## src/rtl/vga_timing_monitor.sv

```systemverilog
// vga_timing_monitor: receive-side timing checker for the colour-bar VGA
// generator. Measures line/frame timing from the sync pins and locks after
// two matching frames, reporting loss of lock.
// Optional macro FRAME_CRC_EN adds a CRC-16-CCITT signature of the six colour
// bits per frame; without it frame_crc is tied to 0.
// Ports:
//   clk, rst_n      pixel clock, asynchronous active-low reset
//   ena             clock enable; all state holds while low
//   vga_in          {R1,G1,B1,VS,R0,G0,B0,HS} from the generator
//   locked          timing stable
//   h_total/hs_width  clocks per line / hsync active clocks
//   v_total/vs_width  lines per frame / vsync active lines
//   frame_done      pulse on each vsync leading edge
//   err_pulse/err_cnt  loss-of-lock pulse and saturating count
//   frame_crc       colour signature of the last completed frame
module vga_timing_monitor #(
  parameter int unsigned HW       = 11,
  parameter int unsigned VW       = 10,
  parameter bit          SYNC_NEG = 1'b1
) (
  input  logic          clk,
  input  logic          rst_n,
  input  logic          ena,
  input  logic [7:0]    vga_in,
  output logic          locked,
  output logic [HW-1:0] h_total,
  output logic [HW-1:0] hs_width,
  output logic [VW-1:0] v_total,
  output logic [VW-1:0] vs_width,
  output logic          frame_done,
  output logic          err_pulse,
  output logic [7:0]    err_cnt,
  output logic [15:0]   frame_crc
);

  localparam logic [HW-1:0] H_MAX   = {HW{1'b1}};
  localparam logic [VW-1:0] V_MAX   = {VW{1'b1}};
  localparam logic [7:0]    IDLE_IN = SYNC_NEG ? 8'h11 : 8'h00;

  localparam logic [1:0] S_SEARCH  = 2'd0;
  localparam logic [1:0] S_MEASURE = 2'd1;
  localparam logic [1:0] S_VERIFY  = 2'd2;
  localparam logic [1:0] S_LOCKED  = 2'd3;

  logic [7:0]    r_vga;
  logic          r_hs_d, r_vs_d;
  logic [HW-1:0] r_hcnt, r_h_total, r_hsw_cnt, r_hs_width, r_h_ref;
  logic [VW-1:0] r_vcnt, r_v_total, r_vsw_cnt, r_vs_width, r_v_ref;
  logic          r_frame_done, r_err_pulse, r_locked, r_exempt, r_vfail;
  logic [7:0]    r_err_cnt;
  logic [1:0]    r_state, w_state_nxt;
  logic          w_err;

  // Active-high sync views of the registered sample and their edges
  logic w_hs, w_vs, w_hs_lead, w_hs_trail, w_vs_lead, w_vs_trail;
  assign w_hs       = r_vga[0] ^ SYNC_NEG;
  assign w_vs       = r_vga[4] ^ SYNC_NEG;
  assign w_hs_lead  = w_hs & ~r_hs_d;
  assign w_hs_trail = ~w_hs & r_hs_d;
  assign w_vs_lead  = w_vs & ~r_vs_d;
  assign w_vs_trail = ~w_vs & r_vs_d;

  // Period of the line that ends this cycle, timeout and mismatch checks
  logic [HW-1:0] w_period;
  logic          w_timeout, w_line_fail, w_v_mis;
  assign w_period    = r_hcnt + HW'(1);
  assign w_timeout   = (r_hcnt == H_MAX);
  assign w_v_mis     = (r_vcnt != r_v_ref);
  assign w_line_fail = ((r_state == S_VERIFY) || (r_state == S_LOCKED)) &&
                       ((w_hs_lead && !r_exempt && (w_period != r_h_ref)) || w_timeout);

  // Lock FSM next state; line check folds into the same decision as the
  // frame check so a coincident hs/vs failure yields a single error
  always_comb begin
    w_state_nxt = r_state;
    w_err       = 1'b0;
    case (r_state)
      S_SEARCH:  if (w_vs_lead) w_state_nxt = S_MEASURE;
      S_MEASURE: begin
        if (w_timeout)      w_state_nxt = S_SEARCH;
        else if (w_vs_lead) w_state_nxt = S_VERIFY;
      end
      S_VERIFY: begin
        if (w_vs_lead)
          w_state_nxt = (w_line_fail || r_vfail || w_v_mis) ? S_SEARCH : S_LOCKED;
      end
      S_LOCKED: begin
        if (w_line_fail || (w_vs_lead && w_v_mis)) begin
          w_state_nxt = S_SEARCH;
          w_err       = 1'b1;
        end
      end
      default: w_state_nxt = S_SEARCH;
    endcase
  end

  // FSM state register
  always_ff @(posedge clk or negedge rst_n) begin
    if (!rst_n)   r_state <= S_SEARCH;
    else if (ena) r_state <= w_state_nxt;
  end

  // Input stage, counters, measurements and status outputs
  always_ff @(posedge clk or negedge rst_n) begin
    if (!rst_n) begin
      r_vga        <= IDLE_IN;
      r_hs_d       <= 1'b0;
      r_vs_d       <= 1'b0;
      r_hcnt       <= '0;
      r_h_total    <= '0;
      r_hsw_cnt    <= '0;
      r_hs_width   <= '0;
      r_h_ref      <= '0;
      r_vcnt       <= '0;
      r_v_total    <= '0;
      r_vsw_cnt    <= '0;
      r_vs_width   <= '0;
      r_v_ref      <= '0;
      r_frame_done <= 1'b0;
      r_err_pulse  <= 1'b0;
      r_err_cnt    <= '0;
      r_locked     <= 1'b0;
      r_exempt     <= 1'b0;
      r_vfail      <= 1'b0;
    end else if (ena) begin
      r_vga  <= vga_in;
      r_hs_d <= w_hs;
      r_vs_d <= w_vs;

      if (w_hs_lead) begin
        r_hcnt    <= '0;
        r_h_total <= w_period;
      end else if (!w_timeout) begin
        r_hcnt <= w_period;
      end

      if (w_hs_lead)                         r_hsw_cnt <= HW'(1);
      else if (w_hs && (r_hsw_cnt != H_MAX)) r_hsw_cnt <= r_hsw_cnt + HW'(1);
      if (w_hs_trail)                        r_hs_width <= r_hsw_cnt;

      if (w_vs_lead) begin
        r_v_total <= r_vcnt;
        r_vcnt    <= w_hs_lead ? VW'(1) : '0;
      end else if (w_hs_lead && (r_vcnt != V_MAX)) begin
        r_vcnt <= r_vcnt + VW'(1);
      end

      if (w_vs_lead)                                     r_vsw_cnt <= w_hs_lead ? VW'(1) : '0;
      else if (w_vs && w_hs_lead && (r_vsw_cnt != V_MAX)) r_vsw_cnt <= r_vsw_cnt + VW'(1);
      if (w_vs_trail)                                    r_vs_width <= r_vsw_cnt;

      // References are taken from the frame measured in MEASURE
      if ((r_state == S_MEASURE) && (w_state_nxt == S_VERIFY)) begin
        r_h_ref <= r_h_total;
        r_v_ref <= r_vcnt;
      end

      // First line boundary inside VERIFY straddles the reference capture
      if ((r_state == S_MEASURE) && (w_state_nxt == S_VERIFY)) r_exempt <= 1'b1;
      else if (w_hs_lead)                                      r_exempt <= 1'b0;

      if (r_state != S_VERIFY) r_vfail <= 1'b0;
      else if (w_line_fail)    r_vfail <= 1'b1;

      r_frame_done <= w_vs_lead;
      r_err_pulse  <= w_err;
      if (w_err && (r_err_cnt != 8'hFF)) r_err_cnt <= r_err_cnt + 8'd1;
      r_locked <= (w_state_nxt == S_LOCKED);
    end else begin
      r_frame_done <= 1'b0;
      r_err_pulse  <= 1'b0;
    end
  end

`ifdef FRAME_CRC_EN
  logic [5:0]  w_pix;
  logic [15:0] r_crc_acc, r_frame_crc;
  assign w_pix = {r_vga[7], r_vga[3], r_vga[6], r_vga[2], r_vga[5], r_vga[1]};

  function automatic logic [15:0] f_crc6(input logic [15:0] crc_in, input logic [5:0] d);
    logic [15:0] c;
    c = crc_in;
    for (int i = 5; i >= 0; i--) begin
      c = (c[15] ^ d[i]) ? ({c[14:0], 1'b0} ^ 16'h1021) : {c[14:0], 1'b0};
    end
    return c;
  endfunction

  // Per-frame colour signature; restarts on the vsync leading edge
  always_ff @(posedge clk or negedge rst_n) begin
    if (!rst_n) begin
      r_crc_acc   <= 16'hFFFF;
      r_frame_crc <= '0;
    end else if (ena) begin
      if (w_vs_lead) begin
        r_frame_crc <= r_crc_acc;
        r_crc_acc   <= f_crc6(16'hFFFF, w_pix);
      end else begin
        r_crc_acc <= f_crc6(r_crc_acc, w_pix);
      end
    end
  end
  assign frame_crc = r_frame_crc;
`else
  logic w_unused_colour;
  assign w_unused_colour = ^{r_vga[7:5], r_vga[3:1]};
  assign frame_crc = '0;
`endif

  assign locked     = r_locked;
  assign h_total    = r_h_total;
  assign hs_width   = r_hs_width;
  assign v_total    = r_v_total;
  assign vs_width   = r_vs_width;
  assign frame_done = r_frame_done;
  assign err_pulse  = r_err_pulse;
  assign err_cnt    = r_err_cnt;

endmodule

```

## config.mk

```make
export PLATFORM = sky130hd
export DESIGN_NAME = vga_timing_monitor
export DESIGN_NICKNAME = d
export VERILOG_FILES = /design/src/rtl/vga_timing_monitor.sv
export SDC_FILE = /design/constraint.sdc
export NUM_CORES = 1
export LEC_CHECK = 0
export CAP_MARGIN = 10
export CORE_MARGIN = 4
export CORE_UTILIZATION = 40
export DETAILED_ROUTE_END_ITERATION = 16
export PLACE_DENSITY = 0.67
export SLEW_MARGIN = 15
export SYNTH_ARGS = -nofsm -noshare
export SYNTH_HDL_FRONTEND = slang
export SYNTH_SLANG_ARGS = --single-unit
```

## constraint.sdc

```tcl
create_clock -name clk -period 3.7 [get_ports clk]
set_clock_uncertainty 0.2 [all_clocks]
set_input_delay 0.555 -clock clk [delete_from_list [all_inputs] [get_ports clk]]
set_output_delay 0.555 -clock clk [all_outputs]
set_load 0.005 [all_outputs]
```

==> results of run 1 <==
## through the flow
step                      area (um2)  hold WS [ns]  power (mW)  cells  setup slack (ns)
after floorplan                 6070        0.0594        2.38    594             0.822
after global placement          6680         0.250        2.71    798             0.364
after detailed placement        6680         0.268        2.77    798             0.341
after CTS                       7270         0.139        4.43    829             0.307
after global routing            7270         0.174        4.63    829             0.149
final                           7270        0.0917        4.37    829             0.308
## flip-flops by register name, summed over array words and instances (netlist names), 2 cells and up
signal and count:
err_cnt 8, r_hsw_cnt 11, r_vcnt 10, r_h_ref 11, hs_width 11, v_total 10, r_hcnt 11, vs_width 10
h_total 11, r_state 2, r_vga 2, r_v_ref 10, r_vsw_cnt 10
## critical path: cells and delay by family (launching register included)
family | cells | cell delay (ns)
flip-flops | 1 | 0.50
XOR/XNOR | 1 | 0.13
multiplexers | 1 | 0.33
adder cells (fa/ha/maj) | 1 | 0.40
AND/OR/NAND/NOR | 3 | 0.88
AO/OA/AOI/OAI | 2 | 0.84
## worst max-delay path by stage
| stage | startpoint | end | slack [ns] | cells past startpoint |
|---|---|---|---|---|
| 5_1_grt | r_hcnt[0]$_DFFE_PN0P_ | err_cnt[4]$_DFFE_PN0P_ | 0.15 | 9 |
| 4_1_cts | r_hcnt[0]$_DFFE_PN0P_ | err_cnt[1]$_DFFE_PN0P_ | 0.31 | 8 |
| 3_5_place_dp | r_hcnt[0]$_DFFE_PN0P_ | err_cnt[1]$_DFFE_PN0P_ | 0.34 | 8 |
| 6_report | r_hcnt[0]$_DFFE_PN0P_ | err_cnt[1]$_DFFE_PN0P_ | 0.31 | 8 |
| 3_3_place_gp | r_hcnt[0]$_DFFE_PN0P_ | err_cnt[1]$_DFFE_PN0P_ | 0.36 | 8 |
| 2_1_floorplan | r_hcnt[0]$_DFFE_PN0P_ | err_cnt[1]$_DFFE_PN0P_ | 0.82 | 11 |
## layout make-up
type                    instances  share of cell area [%]
clock buffers                  22                    6.52
clock inverters                 9                    1.55
inverters                      11                   0.568
multi-input cells             413                    36.5
flip-flops and latches        124                    42.7
well taps                     184                    3.17
repair buffers                 66                    8.92
## synthesized netlist by cell type, drive strengths merged (5+ instances only)
library cell  number  share of area [%]
dfrtp            122                 51
o21ai             37                3.1
o31ai              5               0.71
nor3               5               0.50
buf               29                3.5
nand4             14                1.6
nand2             74                4.6
or3                6               0.62
ha                 5                1.0
and2               5               0.52
xor2              30                4.4
nor2              51                3.2
clkbuf            17                1.1
and4               6               0.87
and3              12                1.3
mux2              43                8.1
a21oi             17                1.4
xnor2             22                3.2
nand3             22                2.0
nor4               6               0.62
nand2b             5               0.52
inv               10               0.62
## cell usage in the layout, fill, tap and decap left out, types with 9 or more instances in the layout
cell / synthesis / layout
sky130_fd_sc_hd__a21oi_1: 17 / 17
sky130_fd_sc_hd__and3_1: 11 / 11
sky130_fd_sc_hd__buf_4: 19 / 9
sky130_fd_sc_hd__clkbuf_16: 0 / 17
sky130_fd_sc_hd__clkdlybuf4s50_1: 0 / 56
sky130_fd_sc_hd__conb_1: 1 / 16
sky130_fd_sc_hd__dfrtp_1: 122 / 122
sky130_fd_sc_hd__inv_1: 10 / 10
sky130_fd_sc_hd__mux2_2: 42 / 42
sky130_fd_sc_hd__nand2_1: 74 / 74
sky130_fd_sc_hd__nand3_1: 21 / 21
sky130_fd_sc_hd__nand4_1: 13 / 13
sky130_fd_sc_hd__nor2_1: 51 / 51
sky130_fd_sc_hd__o21ai_0: 36 / 36
sky130_fd_sc_hd__xnor2_1: 22 / 22
sky130_fd_sc_hd__xor2_1: 30 / 30
## layer usage
layer | up-vias | global-route usage [%] | wire, um
met2 | 87 | 26.3 | 6300
met3 | 10 | 4.84 | 515
met5 | - | 0 | 0
met4 | 0 | 5.08 | 129
met1 | 2103 | 20.1 | 5650
li1 | 2070 | - | -
## power by group through the flow
| stage | combinational [mW] | sequential, mW | clock [mW] |
|---|---|---|---|
| floorplan | 0.608 | 1.77 | 0 |
| global placement | 0.869 | 1.84 | 0 |
| detailed placement | 0.903 | 1.87 | 0 |
| CTS | 0.915 | 1.85 | 1.66 |
| global route | 1.01 | 1.88 | 1.73 |
| finish | 0.893 | 1.85 | 1.63 |
## kinds of logic (layout without fill, tap and decap cells)
family | Yosys count | in the layout
DFF | 124 | 124
and+or+nand+nor | 213 | 213
adders and majority gates | 5 | 5
xor gates and xnor gates | 53 | 53
other | 1 | 16
buffers and inverters | 57 | 108
AOI/OAI and AO/OA | 79 | 79
muxes | 47 | 47
==> out/metrics.cfg, run 1 <==
[critical_path]
timing_worst_setup_path_type=flop to flop
timing.rr.end=err_cnt[1]$_DFFE_PN0P_
critPathMaxStageDelay_ns=0.50
critical_path_peak_fanout=8
required_ns=3.79
crit_path_top_delay_cell=sky130_fd_sc_hd__dfrtp_1
worst_path_arrival_ns=3.48
endpoint_kind=flop
r2r_slack_ns=0.31
timing.critical_path.cells=ha_1, and3_1, xnor2_1, and3b_1, or3_1, a31oi_1, o31a_1, mux2_4
setup.worst_path.start_class=flop
ff2ff_path_depth=8
critical_path.reg2reg.startpoint=r_hcnt[0]$_DFFE_PN0P_

[drt]
drcViolationCount=0
wl_mm=12.6
drt-pass1-iter-count=4
detailroute.via_count=4270
ant_nets=0
drt_iter0_markers=213
wl_per_cell_um=15.2
post_drt_via_cell_ratio=5.15

[cells_and_area]
antenna_cells=0
final_layout_size_suffix_gt1_share_pct=14.4
growth_of_design_area_from_synthesis_to_finish_pct=20.8
fill_cells=1290
num-nets-final=649
layout.core_utilization_pct=49.6
multiInputGateArea_um2=2660
seq_area_um2=3110

[synth]
synth-edff-count=0
average_size_of_a_mapped_cell_um2=10.4
synth_adder_area_share_pct=1.04
mappedNetlistArea_um2=6020
post_synth_xor_area_fraction_pct=7.94
synth_top_family_by_area=simple AND/OR/NAND/NOR gates
synth.mux.area_fraction_pct=8.77
synth-compound-area-share_pct=8.17
synth_simple_gate_area_share_pct=17.2
yosys_register_bits=124
ys_flop_type=sky130_fd_sc_hd__dfrtp_1
synth-warning-count=0
synth-async-reset-ratio_pct=100
synth_sequential_area_ratio_pct=51.6
library_cells_used_by_synthesis=56
synthesis.instances=579

[timing]
finish_stage_setup_viols=0
setup-tns-final_ns=0
final-max-slew-violation-count=0
tightestPinTransition_ns=0.941
timing.slew.headroom_pct=37.2
timing.fmax_mhz=295
finalCriticalPeriod_ns=3.39
rsz0062_at_grt=no
timing.final.crit_share_pct=91.7
timing_hold_violations_final=0

[clock_network]
clock_tree.root_cell=sky130_fd_sc_hd__clkbuf_16
buffer_levels_on_the_longest_clock_path=2
cts_setup_buffers=0
cts_sinks=124
numCtsBuffers=17
cts-hold-fix-buffers=0
clock_latency_late_sink_ns=0.40
cts_resized=0
clk_pin_slew_ns=0.05
cts_tree=yes
cts.htree.levels=4

[grt]
antenna_found_initial=0
grt_start_max_net_pins=76
grt_use_total_pct=15.9
globalRouteOverflowTotal=0
grt_pass1_vias=4414
grt_pass1_wl_mm=21.6

[pwr]
p_clk_share_pct=37.3
pwr_density_cell_nw_per_um2=602
seqPwrFrac_pct=42.3
power_report.internal_total_mw=3.12
combinationalPowerShare_pct=20.4
power_switching_share_pct=28.7
power_switching_mw=1.25
p_leak_nw=3.32
vdd_drop_max_mv=0.422

[min_path]
worstHoldPathType=primary input to asynchronous set/reset pin

[floorplanning]
core-area_um2=14600
die-area_um2=17100
initial_core_util_pct=41.1
std_cell_rows=44
floorplan.die.height_um=131
die_width_um=131
boundaryPins=80

[run_status]
status=finished clean

[flow_run]
max_cap_violation_count=0

[place]
io_buffers=57
finalWeightedCongestion=0.846
detailedPlacementHpwl_mm=8.74

(Power assumes the default switching activity.)
==> run 2: changes to the inputs <==
--- a/config.mk
+++ b/config.mk
@@ -10,7 +10,7 @@
 export CORE_UTILIZATION = 40
 export DETAILED_ROUTE_END_ITERATION = 16
 export PLACE_DENSITY = 0.67
-export SLEW_MARGIN = 15
+export SLEW_MARGIN = 10
 export SYNTH_ARGS = -nofsm -noshare
 export SYNTH_HDL_FRONTEND = slang
 export SYNTH_SLANG_ARGS = --single-unit
==> results of run 2 <==
Final layout, timing and power as in run 1 (identical DEF).
==> run 3: changes to the inputs <==
--- a/config.mk
+++ b/config.mk
@@ -8,6 +8,7 @@
 export CAP_MARGIN = 10
 export CORE_MARGIN = 4
 export CORE_UTILIZATION = 40
+export CTS_BUF_LIST = sky130_fd_sc_hd__clkbuf_8 sky130_fd_sc_hd__clkbuf_16
 export DETAILED_ROUTE_END_ITERATION = 16
 export PLACE_DENSITY = 0.67
 export SLEW_MARGIN = 10
==> out/metrics.cfg, run 3 (synthesized netlist as in run 1, its figures left out) <==
[clock_network]
cts_sinks=124  ; unchanged
numCtsBuffers=17  ; unchanged
cts-hold-fix-buffers=0  ; unchanged
buffer_levels_on_the_longest_clock_path=2  ; unchanged
clock_tree.root_cell=sky130_fd_sc_hd__clkbuf_16
clk_pin_slew_ns=0.05  ; about the same
cts_setup_buffers=0  ; unchanged
clock_latency_late_sink_ns=0.40  ; about the same
cts_tree=yes
cts.htree.levels=4  ; unchanged
cts_resized=0  ; unchanged

[floorplanning]
die_width_um=131  ; unchanged
core-area_um2=14600  ; unchanged
std_cell_rows=44  ; unchanged
boundaryPins=80  ; unchanged
floorplan.die.height_um=131  ; unchanged
die-area_um2=17100  ; unchanged
initial_core_util_pct=41.1  ; unchanged

[cells_and_area]
antenna_cells=0  ; unchanged
growth_of_design_area_from_synthesis_to_finish_pct=20.8  ; unchanged
num-nets-final=649  ; unchanged
final_layout_size_suffix_gt1_share_pct=14.4  ; unchanged
most_used_cells_in_the_layout_excluding_fill_and_tap_cells=sky130_fd_sc_hd__dfrtp_1 (122), sky130_fd_sc_hd__nand2_1 (74), sky130_fd_sc_hd__clkdlybuf4s50_1 (56)
finished_layout_cells=829  ; unchanged
fill_cells=1290  ; unchanged
commonest_non_fill_non_tap_cell_in_the_layout=sky130_fd_sc_hd__dfrtp_1

[grt]
antenna_found_initial=0  ; unchanged
grt_pass1_wl_mm=21.6  ; unchanged
grt_pass1_vias=4414  ; unchanged
globalRouteOverflowTotal=0  ; unchanged
grt_use_total_pct=15.9  ; unchanged
grt_start_max_net_pins=76  ; unchanged

[place]
io_buffers=57  ; unchanged
detailedPlacementHpwl_mm=8.74  ; unchanged
finalWeightedCongestion=0.846  ; unchanged
place.detailed.instances=798  ; unchanged

[pwr]
vdd_drop_max_mv=0.421  ; -0.35%
post-layout-total-power_mw=4.37  ; -0.13%
pwr_density_cell_nw_per_um2=601  ; -0.13%
p_leak_nw=3.33  ; +0.25%

[timing]
timing_hold_violations_final=0  ; unchanged
finish_stage_setup_viols=0  ; unchanged
setup-tns-final_ns=0  ; unchanged
finalCriticalPeriod_ns=3.40  ; +0.00364 ns
timing.final.crit_share_pct=91.8  ; +0.098 points
final-max-slew-violation-count=0  ; unchanged
rsz0062_at_grt=no
tightestPinTransition_ns=0.941  ; +0.000136 ns
timing.fmax_mhz=294  ; -0.11%
timing.slew.headroom_pct=37.2  ; about the same

[flow_run]
max_cap_violation_count=0  ; unchanged

[critical_path]
critical_path_peak_fanout=8  ; unchanged
setup.worst_path.start_class=flop
timing.critical_path.cells=ha_1, and3_1, xnor2_1, and3b_1, or3_1, a31oi_1, o31a_1, mux2_4
path_buf_inv=0  ; unchanged
timing_worst_setup_path_type=flop to flop
worst_path_arrival_ns=3.48  ; about the same
required_ns=3.78  ; about the same
endpoint_kind=flop
worst_path_dominant_cell_family=simple AND/OR/NAND/NOR gates
crit_path_top_delay_cell=sky130_fd_sc_hd__dfrtp_1
critPathMaxStageDelay_ns=0.50  ; about the same

[drt]
drt_iter0_markers=212  ; -0.47%
drcViolationCount=0  ; unchanged
drt-pass1-iter-count=4  ; unchanged
wl_per_cell_um=15.2  ; -0.17%
wl_mm=12.6  ; -0.17%
ant_nets=0  ; unchanged
detailroute.via_count=4264  ; -0.14%
post_drt_via_cell_ratio=5.14  ; -0.14%

[min_path]
worstHoldPathType=primary input to asynchronous set/reset pin

[run_status]
status=finished clean

-- run 3: cell types whose count changed in the layout (fill, tap and decap cells not counted), sizes merged --
cell,previous run,this run
clkbuf,22,20
inv,11,13
-- run 3: layer usage --
metal / GRT usage [%] / vias up / wire, um / share of wire, %
met3: 4.84 / 10 / 501 / 4.0
met1: 20.1 / 2101 / 5650 / 45
met5: 0 / - / 0 / 0
met4: 5.08 / 0 / 129 / 1.0
met2: 26.3 / 83 / 6290 / 50
li1: - / 2070 / - / -
-- run 3: final timing paths --
kind / start / to / cells after the start / slack (ns)
min in group clk: v_total[3]$_DFFE_PN0P_ / v_total[3]$_DFFE_PN0P_ / 2 / 0.29
worst min-delay path: rst_n / hs_width[6]$_DFFE_PN0P_ / 1 / 0.09
max in group asynchronous: rst_n / r_vcnt[0]$_DFFE_PN0P_ / 2 / 2.30
worst max register to register: r_hcnt[0]$_DFFE_PN0P_ / err_cnt[1]$_DFFE_PN0P_ / 8 / 0.30
worst max-delay path: r_hcnt[0]$_DFFE_PN0P_ / err_cnt[1]$_DFFE_PN0P_ / 8 / 0.30
worst min register to register: v_total[3]$_DFFE_PN0P_ / v_total[3]$_DFFE_PN0P_ / 2 / 0.29
-- run 3: per-stage QoR --
step                      setup slack [ns]  instance area, um2  util (%)  hold WS, ns
final                                0.304                7270      49.6       0.0921
after global routing                 0.150                7270      49.6        0.174
after CTS                            0.307                7270      49.6        0.139
after detailed placement             0.341                6680      45.6        0.268
after global placement               0.364                6680      45.6        0.250
after floorplan                      0.822                6070         -       0.0594
-- run 3: power breakdown --
part | internal, mW | switching [mW] | leakage (nW)
clock network | 1.04 | 0.587 | 0.283
registers | 1.59 | 0.261 | 1.67
logic | 0.487 | 0.406 | 1.38
total | 3.11 | 1.25 | 3.33
-- run 3: cell type report --
type	instances	area, um2	share of cell area [%]
Clock inverter	11	120	1.65
Clock buffer	20	467	6.42
Multi-Input combinational cell	413	2660	36.5
Tap cell	184	230	3.17
Inverter	11	41.3	0.568
Sequential cell	124	3110	42.7
Timing Repair Buffer	66	648	8.92
